File: src/rtl/ram_port_arbiter.sv
// Arbitrates the 16x8 program/data RAM between the CPU datapath and an external loader.
// Define ARB_STALL_CNT_EN to add a saturating stall_cnt output counting CPU stall cycles.
module ram_port_arbiter #(
  parameter int ADDR_W    = 4,
  parameter int DATA_W    = 8,
  parameter int LDR_BURST = 4
) (
  input  logic              clk,
  input  logic              rst,
  input  logic              cpu_req,
  input  logic              cpu_we,
  input  logic [ADDR_W-1:0] cpu_addr,
  input  logic [DATA_W-1:0] cpu_wdata,
  output logic [DATA_W-1:0] cpu_rdata,
  output logic              cpu_stall,
  input  logic              ldr_req,
  input  logic              ldr_we,
  input  logic [ADDR_W-1:0] ldr_addr,
  input  logic [DATA_W-1:0] ldr_wdata,
  output logic              ldr_gnt,
  output logic              ldr_ack,
  output logic [DATA_W-1:0] ldr_rdata,
  output logic              ram_ce_n,
  output logic              ram_we_n,
  output logic [ADDR_W-1:0] ram_addr,
  output logic [DATA_W-1:0] ram_wdata,
  input  logic [DATA_W-1:0] ram_rdata
`ifdef ARB_STALL_CNT_EN
  ,
  output logic [7:0]        stall_cnt
`endif
);

  localparam int CNT_W = $clog2(LDR_BURST + 1);
  localparam logic [CNT_W-1:0] BURST_MAX = CNT_W'(LDR_BURST);

  typedef enum logic [2:0] {
    PARK_CPU,
    LDR_ACC,
    LDR_DONE,
    LDR_GNT,
    TURN
  } state_t;

  state_t              state_q, state_d;
  logic [CNT_W-1:0]    burst_cnt_q, burst_cnt_d;
  logic                lat_we_q, lat_we_d;
  logic [ADDR_W-1:0]   lat_addr_q, lat_addr_d;
  logic [DATA_W-1:0]   lat_wdata_q, lat_wdata_d;
  logic [DATA_W-1:0]   ldr_rdata_q, ldr_rdata_d;
  logic                ldr_gnt_q, ldr_gnt_d;
  logic                ldr_ack_q, ldr_ack_d;
  logic                at_limit;

  // The burst count only forces a release while the CPU is actually waiting.
  assign at_limit = (burst_cnt_q == BURST_MAX);

  always_comb begin
    state_d     = state_q;
    burst_cnt_d = burst_cnt_q;
    lat_we_d    = lat_we_q;
    lat_addr_d  = lat_addr_q;
    lat_wdata_d = lat_wdata_q;
    ldr_rdata_d = ldr_rdata_q;
    case (state_q)
      PARK_CPU: begin
        if (ldr_req && !cpu_req) begin
          state_d     = LDR_ACC;
          lat_we_d    = ldr_we;
          lat_addr_d  = ldr_addr;
          lat_wdata_d = ldr_wdata;
          burst_cnt_d = CNT_W'(1);
        end
      end
      LDR_ACC: begin
        ldr_rdata_d = ram_rdata;
        state_d     = LDR_DONE;
      end
      LDR_DONE: begin
        state_d = (cpu_req && at_limit) ? TURN : LDR_GNT;
      end
      LDR_GNT: begin
        if (ldr_req && !(cpu_req && at_limit)) begin
          state_d     = LDR_ACC;
          lat_we_d    = ldr_we;
          lat_addr_d  = ldr_addr;
          lat_wdata_d = ldr_wdata;
          if (!at_limit) burst_cnt_d = burst_cnt_q + CNT_W'(1);
        end else begin
          state_d = TURN;
        end
      end
      TURN: begin
        burst_cnt_d = '0;
        state_d     = PARK_CPU;
      end
      default: begin
        state_d     = PARK_CPU;
        burst_cnt_d = '0;
      end
    endcase
    ldr_gnt_d = (state_d == LDR_ACC) || (state_d == LDR_DONE) || (state_d == LDR_GNT);
    ldr_ack_d = (state_d == LDR_DONE);
  end

  always_ff @(posedge clk or posedge rst) begin
    if (rst) begin
      state_q     <= PARK_CPU;
      burst_cnt_q <= '0;
      lat_we_q    <= 1'b0;
      lat_addr_q  <= '0;
      lat_wdata_q <= '0;
      ldr_rdata_q <= '0;
      ldr_gnt_q   <= 1'b0;
      ldr_ack_q   <= 1'b0;
    end else begin
      state_q     <= state_d;
      burst_cnt_q <= burst_cnt_d;
      lat_we_q    <= lat_we_d;
      lat_addr_q  <= lat_addr_d;
      lat_wdata_q <= lat_wdata_d;
      ldr_rdata_q <= ldr_rdata_d;
      ldr_gnt_q   <= ldr_gnt_d;
      ldr_ack_q   <= ldr_ack_d;
    end
  end

  // CPU path is a zero-latency passthrough while parked; loader only drives RAM in LDR_ACC.
  always_comb begin
    ram_ce_n  = 1'b1;
    ram_we_n  = 1'b1;
    ram_addr  = lat_addr_q;
    ram_wdata = lat_wdata_q;
    case (state_q)
      PARK_CPU: begin
        ram_ce_n  = ~cpu_req;
        ram_we_n  = ~(cpu_req & cpu_we);
        ram_addr  = cpu_addr;
        ram_wdata = cpu_wdata;
      end
      LDR_ACC: begin
        ram_ce_n = 1'b0;
        ram_we_n = ~lat_we_q;
      end
      default: begin
        ram_ce_n = 1'b1;
        ram_we_n = 1'b1;
      end
    endcase
  end

  assign cpu_rdata = ram_rdata;
  assign cpu_stall = cpu_req && (state_q != PARK_CPU);
  assign ldr_gnt   = ldr_gnt_q;
  assign ldr_ack   = ldr_ack_q;
  assign ldr_rdata = ldr_rdata_q;

`ifdef ARB_STALL_CNT_EN
  logic [7:0] stall_cnt_q, stall_cnt_d;

  always_comb begin
    stall_cnt_d = stall_cnt_q;
    if (cpu_stall && (stall_cnt_q != 8'hFF)) stall_cnt_d = stall_cnt_q + 8'd1;
  end

  always_ff @(posedge clk or posedge rst) begin
    if (rst) stall_cnt_q <= 8'd0;
    else     stall_cnt_q <= stall_cnt_d;
  end

  assign stall_cnt = stall_cnt_q;
`endif

endmodule

File: config.mk
export PLATFORM = sky130hd
export DESIGN_NAME = ram_port_arbiter
export DESIGN_NICKNAME = d
export VERILOG_FILES = /design/src/rtl/ram_port_arbiter.sv
export SDC_FILE = /design/constraint.sdc
export NUM_CORES = 1
export LEC_CHECK = 0
export ABC_AREA = 1
export CAP_MARGIN = 0
export CORE_UTILIZATION = 48
export DETAILED_ROUTE_END_ITERATION = 8
export DONT_BUFFER_PORTS = 1
export RECOVER_POWER = 100
export SYNTH_ARGS = -nofsm -noshare
export SYNTH_HDL_FRONTEND = slang
export SYNTH_SLANG_ARGS = --single-unit
File: constraint.sdc
create_clock -name clk -period 1.9 [get_ports clk]
set_input_delay 0 -clock clk [delete_from_list [all_inputs] [get_ports clk]]
set_output_delay 0 -clock clk [all_outputs]
set_load 0.05 [all_outputs]
### Yosys cells after proc, flatten, opt, wreduce, memory -nomap -nowiden

Index checks and enable logic that the tools add are counted.

| storage, ports and cells | value |
|---|---|
| register bits | 29 |
| input port bits | 38 |
| output and inout port bits | 33 |
| logic and storage cells | 59 |

| cells by class | value |
|---|---|
| $add $sub $neg | 1 |
| equal/unequal tests | 10 |
| mux-type cells | 21 |
| bitwise logic cells | 5 |
| reductions and logical operators | 14 |

Operators with widths:

| kind | number |
|---|---|
| $mux W8 | 3 |
| $mux W3 | 6 |
| $pmux W8 S2 | 1 |
| $eq A3 B2 Y1 const B | 4 |
| $mux W4 | 3 |
| $pmux W3 S4 | 1 |
| $pmux W3 S3 | 1 |
| $pmux W4 S2 | 1 |
| $eq A3 B1 Y1 const B | 2 |
| $ne A2 B2 Y1 const B | 3 |
| $pmux W1 S2 | 3 |
| $logic_and A1 B1 Y1 | 4 |
| $not A1 Y1 | 4 |
| $reduce_and A4 Y1 | 1 |
| $add A3 B1 Y3 const B | 1 |
| $eq A3 B3 Y1 const B | 1 |
| $logic_not A3 Y1 | 1 |
| $reduce_and A3 Y1 | 1 |
| $reduce_bool A3 Y1 | 1 |
| $logic_not A1 Y1 | 2 |
| $logic_or A1 B1 Y1 | 2 |
| $mux W1 | 2 |
| $reduce_bool A2 Y1 | 1 |
| $reduce_or A2 Y1 | 1 |
| $and A1 B1 Y1 | 1 |

### Logic depth before layout (Yosys ltp)

Gate-level depths: netlist of run 1.

| logic depth | value |
|---|---|
| depth after elaboration | 9 |
| depth in mapped cells | 9 |
| gate-level depth less buffers | 9 |

### Worst setup path after synthesis of run 1

OpenSTA, ideal clock, no wires.

| path | value |
|---|---|
| kind | flip-flop to output port |
| from | register state_q[0] |
| to | output ram_ce_n |
| arrival | 1519 ps |
| data required time | 1900 ps |
| path slack | 381 ps |
| stages on the path, launching flop included | 2 |
| buffers on the path | 0 |
| cell sequence | dfrtp_1 o21ai_0 |

| on the way | value |
|---|---|
| cells in the longest elaborated chain, start to end | 2 |
| elaborated cells between the ends (all ways) | 3 |
| those cells by class | 1 x eq/ne; 1 x mux; 1 x reduce/logical |

RTL lines:

| element | line | text |
|---|---|---|
| start, declared | 45 | `state_t state_q, state_d;` |
| start signal, assigned | 117 | `state_q <= state_d;` |
| $eq A3 B1 Y1 / $logic_not A3 Y1 (equally long branches) | 134 | `case (state_q)` |
| $pmux W1 S2 (*) | 134 |  |
| end, declared | 23 | `output logic ram_ce_n,` |

Every way passes the cells marked *; elsewhere a longest branch is shown, timed or not.

### Worst setup path in the final report of run 1

| path | value |
|---|---|
| from | register state_q[1] |
| to | output ram_wdata[6] |

| on the way | value |
|---|---|
| cells in the longest elaborated chain, start to end | 2 |

RTL lines:

| element | line | text |
|---|---|---|
| $logic_not A3 Y1 | 134 |  |
| $mux W8 | 134 |  |
| end, declared | 26 | `output logic [DATA_W-1:0] ram_wdata,` |

No other way between the ends.

==> summary.md, run 1 <==
| Metric | Value |
|---|---|
| Setup Buffers After CTS | 0 |
| Final ANT Viol Nets | 0 |
| Adder-Cell Fraction of Synth Area | 1.58% |
| CP max stage cell | dfrtp_1 |
| Slew @ Worst Pin | 1.52 ns |
| Multi-input logic area | 643 um2 |
| EDFF count, synth | 0 |
| Clk_skew | 0.00406 ns |
| CP max stage delay | 0.44 ns |
| CP dominant cell by count | nand2_2 |
| Top-count cell post-synth | nand2_1 |
| Routability congestion estimate | 0.803 |
| CP required | about 1.9 ns |
| Total die area | between 3000 and 4000 um2 |
| Async SR Flop Fraction | 100% |
| Reg-to-Reg Start | burst_cnt_q[0] |
| Placeable Area | around 3100 um2 |
| Sequential area share after synthesis | 45.8% |
| Main combinational cell family by area after synthesis | simple AND/OR/NAND/NOR gates |
| Clock Pin Slew Worst Setup and Hold Paths | about 0.090 ns |
| Post-route cell area | 1870 um2 |
| Tightest Hold Check Type | in -> out |
| Clk sinks | 29 |
| Fraction of layout cells with a size suffix above 1 | 15.2% |
| Ys flop type | dfrtp_1 |
| Post-Synth Simple-Gate Area | 29.2% |
| Chip Width | 59.4 um |
| Max layer used | met4 |
| Hold Vio Cnt, Final | 0 |
| Nets@finish | 263 |
| Netlist cell types | 23 |
| Area leader, netlist | dfrtp_1 |
| Antenna cell count | 0 |
| Initial antenna violation count | 0 |
| Max_slew headroom | -1.09% |
| Final slew viol count | 30 |
| Met1 WL | around 1400 um |
| Fillcell total | 310 |
| Status | finished, violations left |
| Worst hold path stage count | 0 |
| Vias in the first global route | around 1.2k |
| Vias per inst | 4.75 |
| CP cell instances | nor2_4 -> nand2_2 -> buf_4 -> inv_2 -> nand2_1 -> nand2_2 |
| CTS tree | yes |
| Overflow after GRT | 0 |
| Post-synthesis mux area share | 0% |
| # setup viols final | 0 |
| Cells after Synth | 199 |
| Number of core rows | 20 |
| MaxCap Viol Count | 1 |
| Via count | 1272 |
| First-pass GRT wire length | ~5300 um |
| Failing checks | max-capacitance violations, max-slew violations |
| DRC errors left | 0 |
| FF-to-FF path depth | 8 |
| Dpl cell area | 1570 um2 |
| Die H | 59.4 um |
| Highest clock rate | 0.569 GHz |
| Cell Area, Synth | 1580 um2 |
| Largest net degree at the start of global routing | 30 |
| Critical Path Start | state_q[1] |
| Met3 WL | 145 um |
| Post-synthesis compound-gate area fraction | 10.4% |
| WP data arrival | 1.76 ns |
| Part of the cycle the worst path needs | a little over 90% |
| Initial DRC count | 45 |
| # IOs | 71 |
| Drt pass-1 iters | 4 |
| Post-synth top cells | nand2_1, dfrtp_1, inv_1, o21ai_2, nand2_2 |
| IO Port Bufs | 0 |
| Root Driver | clkbuf_4 |
| Final WL | 3220 um |
| CTS Buf Count | 5 |
| Dpl hpwl | ~2100 um |
| Clock network latency to the later pin of the worst-skew pair | about 0.32 ns |
| Synthesized area per cell | 7.95 um2 |
| Setup crit end kind | output port |
| Routed WL per cell | 12.0 um |
| Met2 wire len | 1630 um |
| HP Start | ram_rdata[0] |
| Post-synthesis xor/xnor area fraction | 0.553% |
| CP startpoint kind | flip-flop |
| Syn_nets | 239 |
| H-tree depth | 2 |
| Area growth syn-to-layout | 18.0% |
| Syn. warnings | 0 |
| GRT Overall Usage | 20.6% |
| Initial core utilization | 51.0% |
| #FFs+latches synth | 29 |
| Seq. cell area | 726 um2 |
| CTS Buffer Depth | 2 |
| Synth area leaders | dfrtp_1, nand2_1, o21ai_2, inv_1, buf_4 |
| Worst Setup Path Type | reg -> out |
| Share of the synthesized area in the top cell type | a little under half |
| Max FO, Critical Path | 16 |
| Post-layout minimum cycle time | 1.76 ns |
-- logic make-up after synthesis --
logic type / Yosys count
simple gates: 108
buf+inv: 38
flops: 29
compound gates: 21
fa+ha+maj: 2
xor+xnor: 1
-- repair_timing --
action | 4_1_cts | 5_1_grt
hold buffers | 25 | 0
resized for setup | 0 | 12
endpoints found under the setup margin | 0 | 12
endpoints found under the hold margin | 52 | 0
-- stage by stage --
| step | cells | setup slack [ns] | hold slack [ns] | util, % | TNS [ns] |
|---|---|---|---|---|---|
| 3_3_place_gp | 235 | 0.332 | -0.0172 | 50.7 | 0 |
| 6_report | 268 | 0.144 | 0.0000229 | 60.2 | 0 |
| 5_1_grt | 268 | -0.00139 | 0.0000572 | 60.2 | -0.00139 |
| 4_1_cts | 268 | 0.0258 | 0.000349 | 61.0 | 0 |
| 3_5_place_dp | 235 | 0.224 | -0.0132 | 50.7 | 0 |
| 2_1_floorplan | 199 | 0.381 | 0.0781 | - | 0 |
-- layout make-up --
cell class,count,share of cell area (%)
Multi-Input combinational cell,132,34.4
Tap cell,44,2.95
Timing Repair Buffer,30,15.0
Clock buffer,7,3.48
Sequential cell,29,38.8
Clock inverter,1,0.268
Inverter,25,5.02
-- cell usage in the layout (no fill, tap or decap), types with 3 or more instances in the layout --
cell	Yosys	layout
o21ai_2	13	6
clkbuf_4	0	5
inv_1	23	24
nor2_1	6	6
dfrtp_1	29	29
o21bai_1	3	3
dlygate4sd3_1	0	25
o21ai_0	3	9
nand2_2	9	14
nand3_1	2	3
buf_4	8	3
nand2_1	86	81
-- worst max-delay path: cells and delay by family (launching register included) --
family | cells | cell delay [ns]
buf+inv | 2 | 0.40
flops | 1 | 0.44
simple gates | 4 | 0.60
-- final timing paths --
check / endpoint / slack [ns]
min in group asynchronous: burst_cnt_q[1] / 0.64
setup / recovery: ram_wdata[6] / 0.14
max in group asynchronous: lat_wdata_q[5] / 0.38
hold reg to reg: lat_wdata_q[5] / 0.49
setup reg to reg: lat_addr_q[1] / 0.27
hold / removal: cpu_rdata[0] / 0.00002
-- layer usage --
layer | GRT usage, % | vias up
met1 | 23.8 | 583
met4 | 7.48 | 0
li1 | - | 645
met2 | 35.6 | 42
met5 | 0 | -
met3 | 6.55 | 2
-- flip-flops by register name, indices dropped and copies added (netlist names) --
name / flops
ldr_rdata: 8
ldr_ack: 1
lat_we_q: 1
burst_cnt_q: 3
lat_wdata_q: 8
lat_addr_q: 4
ldr_gnt: 1
state_q: 3
Power of run 1 is left out: the tool's default activity adds up to more than one toggle a clock period on the data nets, which glitch-free logic cannot reach.
==> inputs of run 2 (changes only) <==
Settings changed: GPL_ROUTABILITY_DRIVEN set to 0, PLACE_DENSITY_LB_ADDON set to 0.25.
Clock period 1.9 ns to 2.2 ns, I/O delays scaled along.
==> summary.md, run 2 (synthesis results as in run 1) <==
| Metric | Value |
|---|---|
| Status | complete, no violations (was finished, violations left) |
| Final ANT Viol Nets | 0 (unchanged) |
| Vias in the first global route | 1197 (was 1243) |
| Max FO, Critical Path | 12 (was 16) |
| Highest clock rate | 0.535 GHz |
| Commonest cells after routing, fill and taps aside | nand2_1, dfrtp_1, dlygate4sd3_1 (unchanged) |
| Die H | 59.4 um (unchanged) |
| Clock Pin Slew Worst Setup and Hold Paths | 0.07 ns (was 0.09 ns) |
| Critical path destination | ram_we_n (was ram_wdata[6]) |
| WP data arrival | 1.87 ns (was 1.76 ns) |
| Initial core utilization | 51.0% (unchanged) |
| Setup_tns | 0 ns (unchanged) |
| Placeable Area | 3100 um2 (unchanged) |
| Number of core rows | 20 (unchanged) |
| CP required | 2.20 ns (was 1.90 ns) |
| Area growth syn-to-layout | 14.3% (was 18.0%) |
| Post-layout minimum cycle time | 1.87 ns |
| Vias per inst | 4.88 (was 4.75) |
| Clock network latency to the later pin of the worst-skew pair | 0.31 ns (was 0.32 ns) |
| Final WL | 3060 um (was 3220 um) |
| Setup Buffers After CTS | 0 (unchanged) |
| Clk sinks | 29 (unchanged) |
| Chip Width | 59.4 um (unchanged) |
| DRC errors left | 0 (unchanged) |
| Fraction of layout cells with a size suffix above 1 | 9.09% (was 15.2%) |
| Drt pass-1 iters | 4 (unchanged) |
| Worst hold path stage count | 0 (unchanged) |
| Clk_skew | 0.00782 ns (was 0.00406 ns) |
| Overflow after GRT | 0 (unchanged) |
| Max_slew headroom | 29.1% (was -1.09%) |
| Fillcell total | 317 (was 310) |
| Initial antenna violation count | 0 (unchanged) |
| IO Port Bufs | 0 (unchanged) |
| Tightest Hold Check Type | in -> out (unchanged) |
| Resize count post-CTS | 0 (unchanged) |
| # IOs | 71 (unchanged) |
| Final slew viol count | 0 (was 30) |
| Critical Path Start | state_q[1] (unchanged) |
| RSZ-0062 raised after global routing | false |
| Routed WL per cell | 11.6 um (was 12.0 um) |
| Part of the cycle the worst path needs | 85.0% |
| Setup crit end kind | output port (unchanged) |
| MaxCap Viol Count | 0 (was 1) |
| Dpl hpwl | 2110 um (about the same) |
| Total die area | 3530 um2 (unchanged) |
| CTS tree | yes (unchanged) |
| GRT Overall Usage | 20.1% (was 20.6%) |
| CP startpoint kind | flip-flop (unchanged) |
| H-tree depth | 2 (unchanged) |
| Initial DRC count | 46 (was 45) |
| Root Driver | clkbuf_4 (unchanged) |
| Slew @ Worst Pin | 1.06 ns (was 1.52 ns) |
| Hold Vio Cnt, Final | 0 (unchanged) |
| # setup viols final | 0 (unchanged) |
| Via count | 1288 (was 1272) |
| Nets@finish | 260 (was 263) |
| Most common cell after layout, fill and taps aside | nand2_1 (unchanged) |
| Antenna cell count | 0 (unchanged) |
| First-pass GRT wire length | 5130 um (was 5320 um) |
| CTS Buf Count | 5 (unchanged) |
| R2R Path End | state_q[0] (was lat_addr_q[1]) |
| FF-to-FF path depth | 6 (was 8) |
| Reg-to-Reg Start | burst_cnt_q[0] (unchanged) |
| Flop2flop setup slack | 0.48 ns (was 0.27 ns) |
| CTS Buffer Depth | 2 (unchanged) |
| Largest net degree at the start of global routing | 30 (unchanged) |
| Worst Setup Path Type | reg -> out (unchanged) |
## run 2: changes by cell type in the layout (fill, tap and decap cells not counted), moves of 2 or more
cell     delta
buf_4       -2
o21ai_0     +2
nand2_1    +12
o21ai_1     -2
nand2_2    -12
## run 2: worst min path at each step
stage            startpoint        endpoint  slack, ns
2_1_floorplan           rst  burst_cnt_q[0]       0.08
3_3_place_gp   ram_rdata[1]    cpu_rdata[1]     0.0004
6_report       ram_rdata[1]    cpu_rdata[1]     0.0001
3_5_place_dp   ram_rdata[1]    cpu_rdata[1]     0.0004
4_1_cts        ram_rdata[1]    cpu_rdata[1]     0.0003
5_1_grt        ram_rdata[6]    cpu_rdata[6]    0.00006
## run 2: stage by stage
| step | cell area [um2] | instances | setup slack (ns) | hold slack (ns) | utilization [%] |
|---|---|---|---|---|---|
| 2_1_floorplan | 1580 | 199 | 0.681 | 0.0781 | - |
| 3_3_place_gp | 1550 | 232 | 0.578 | 0.000352 | 50.0 |
| 3_5_place_dp | 1550 | 232 | 0.502 | 0.000350 | 50.0 |
| 4_1_cts | 1860 | 264 | 0.291 | 0.000348 | 59.8 |
| 5_1_grt | 1810 | 264 | 0.111 | 0.0000557 | 58.3 |
| 6_report | 1810 | 264 | 0.330 | 0.000110 | 58.3 |
## run 2: cell type report
cell class,count,area (um2),share of cell area [%]
Sequential cell,29,726,40.1
Timing Repair Buffer,27,262,14.5
Multi-Input combinational cell,132,618,34.2
Clock buffer,7,55.1,3.04
Tap cell,44,55.1,3.04
Inverter,25,93.8,5.19
## run 2: what timing repair did
item | 4_1_cts | 5_1_grt
endpoints found under the setup margin | 0 | 0
hold buffers | 25 | 0
endpoints found under the hold margin | 54 | 0
## run 2: critical path, cell delays in order, from the launching register on
cell and delay, ns:
dfrtp_1 0.43, nor2_4 0.16, nand2_1 0.29, inv_2 0.27, nand2_1 0.09, o21ai_0 0.08, inv_1 0.24
## run 2: routing by layer
metal / GRT usage [%] / routed length (um)
met5: 0 / 0
met4: 6.46 / 12
met3: 6.77 / 136
met2: 34.7 / 1550
met1: 23.3 / 1360
Power of run 2 is left out for the same reason.
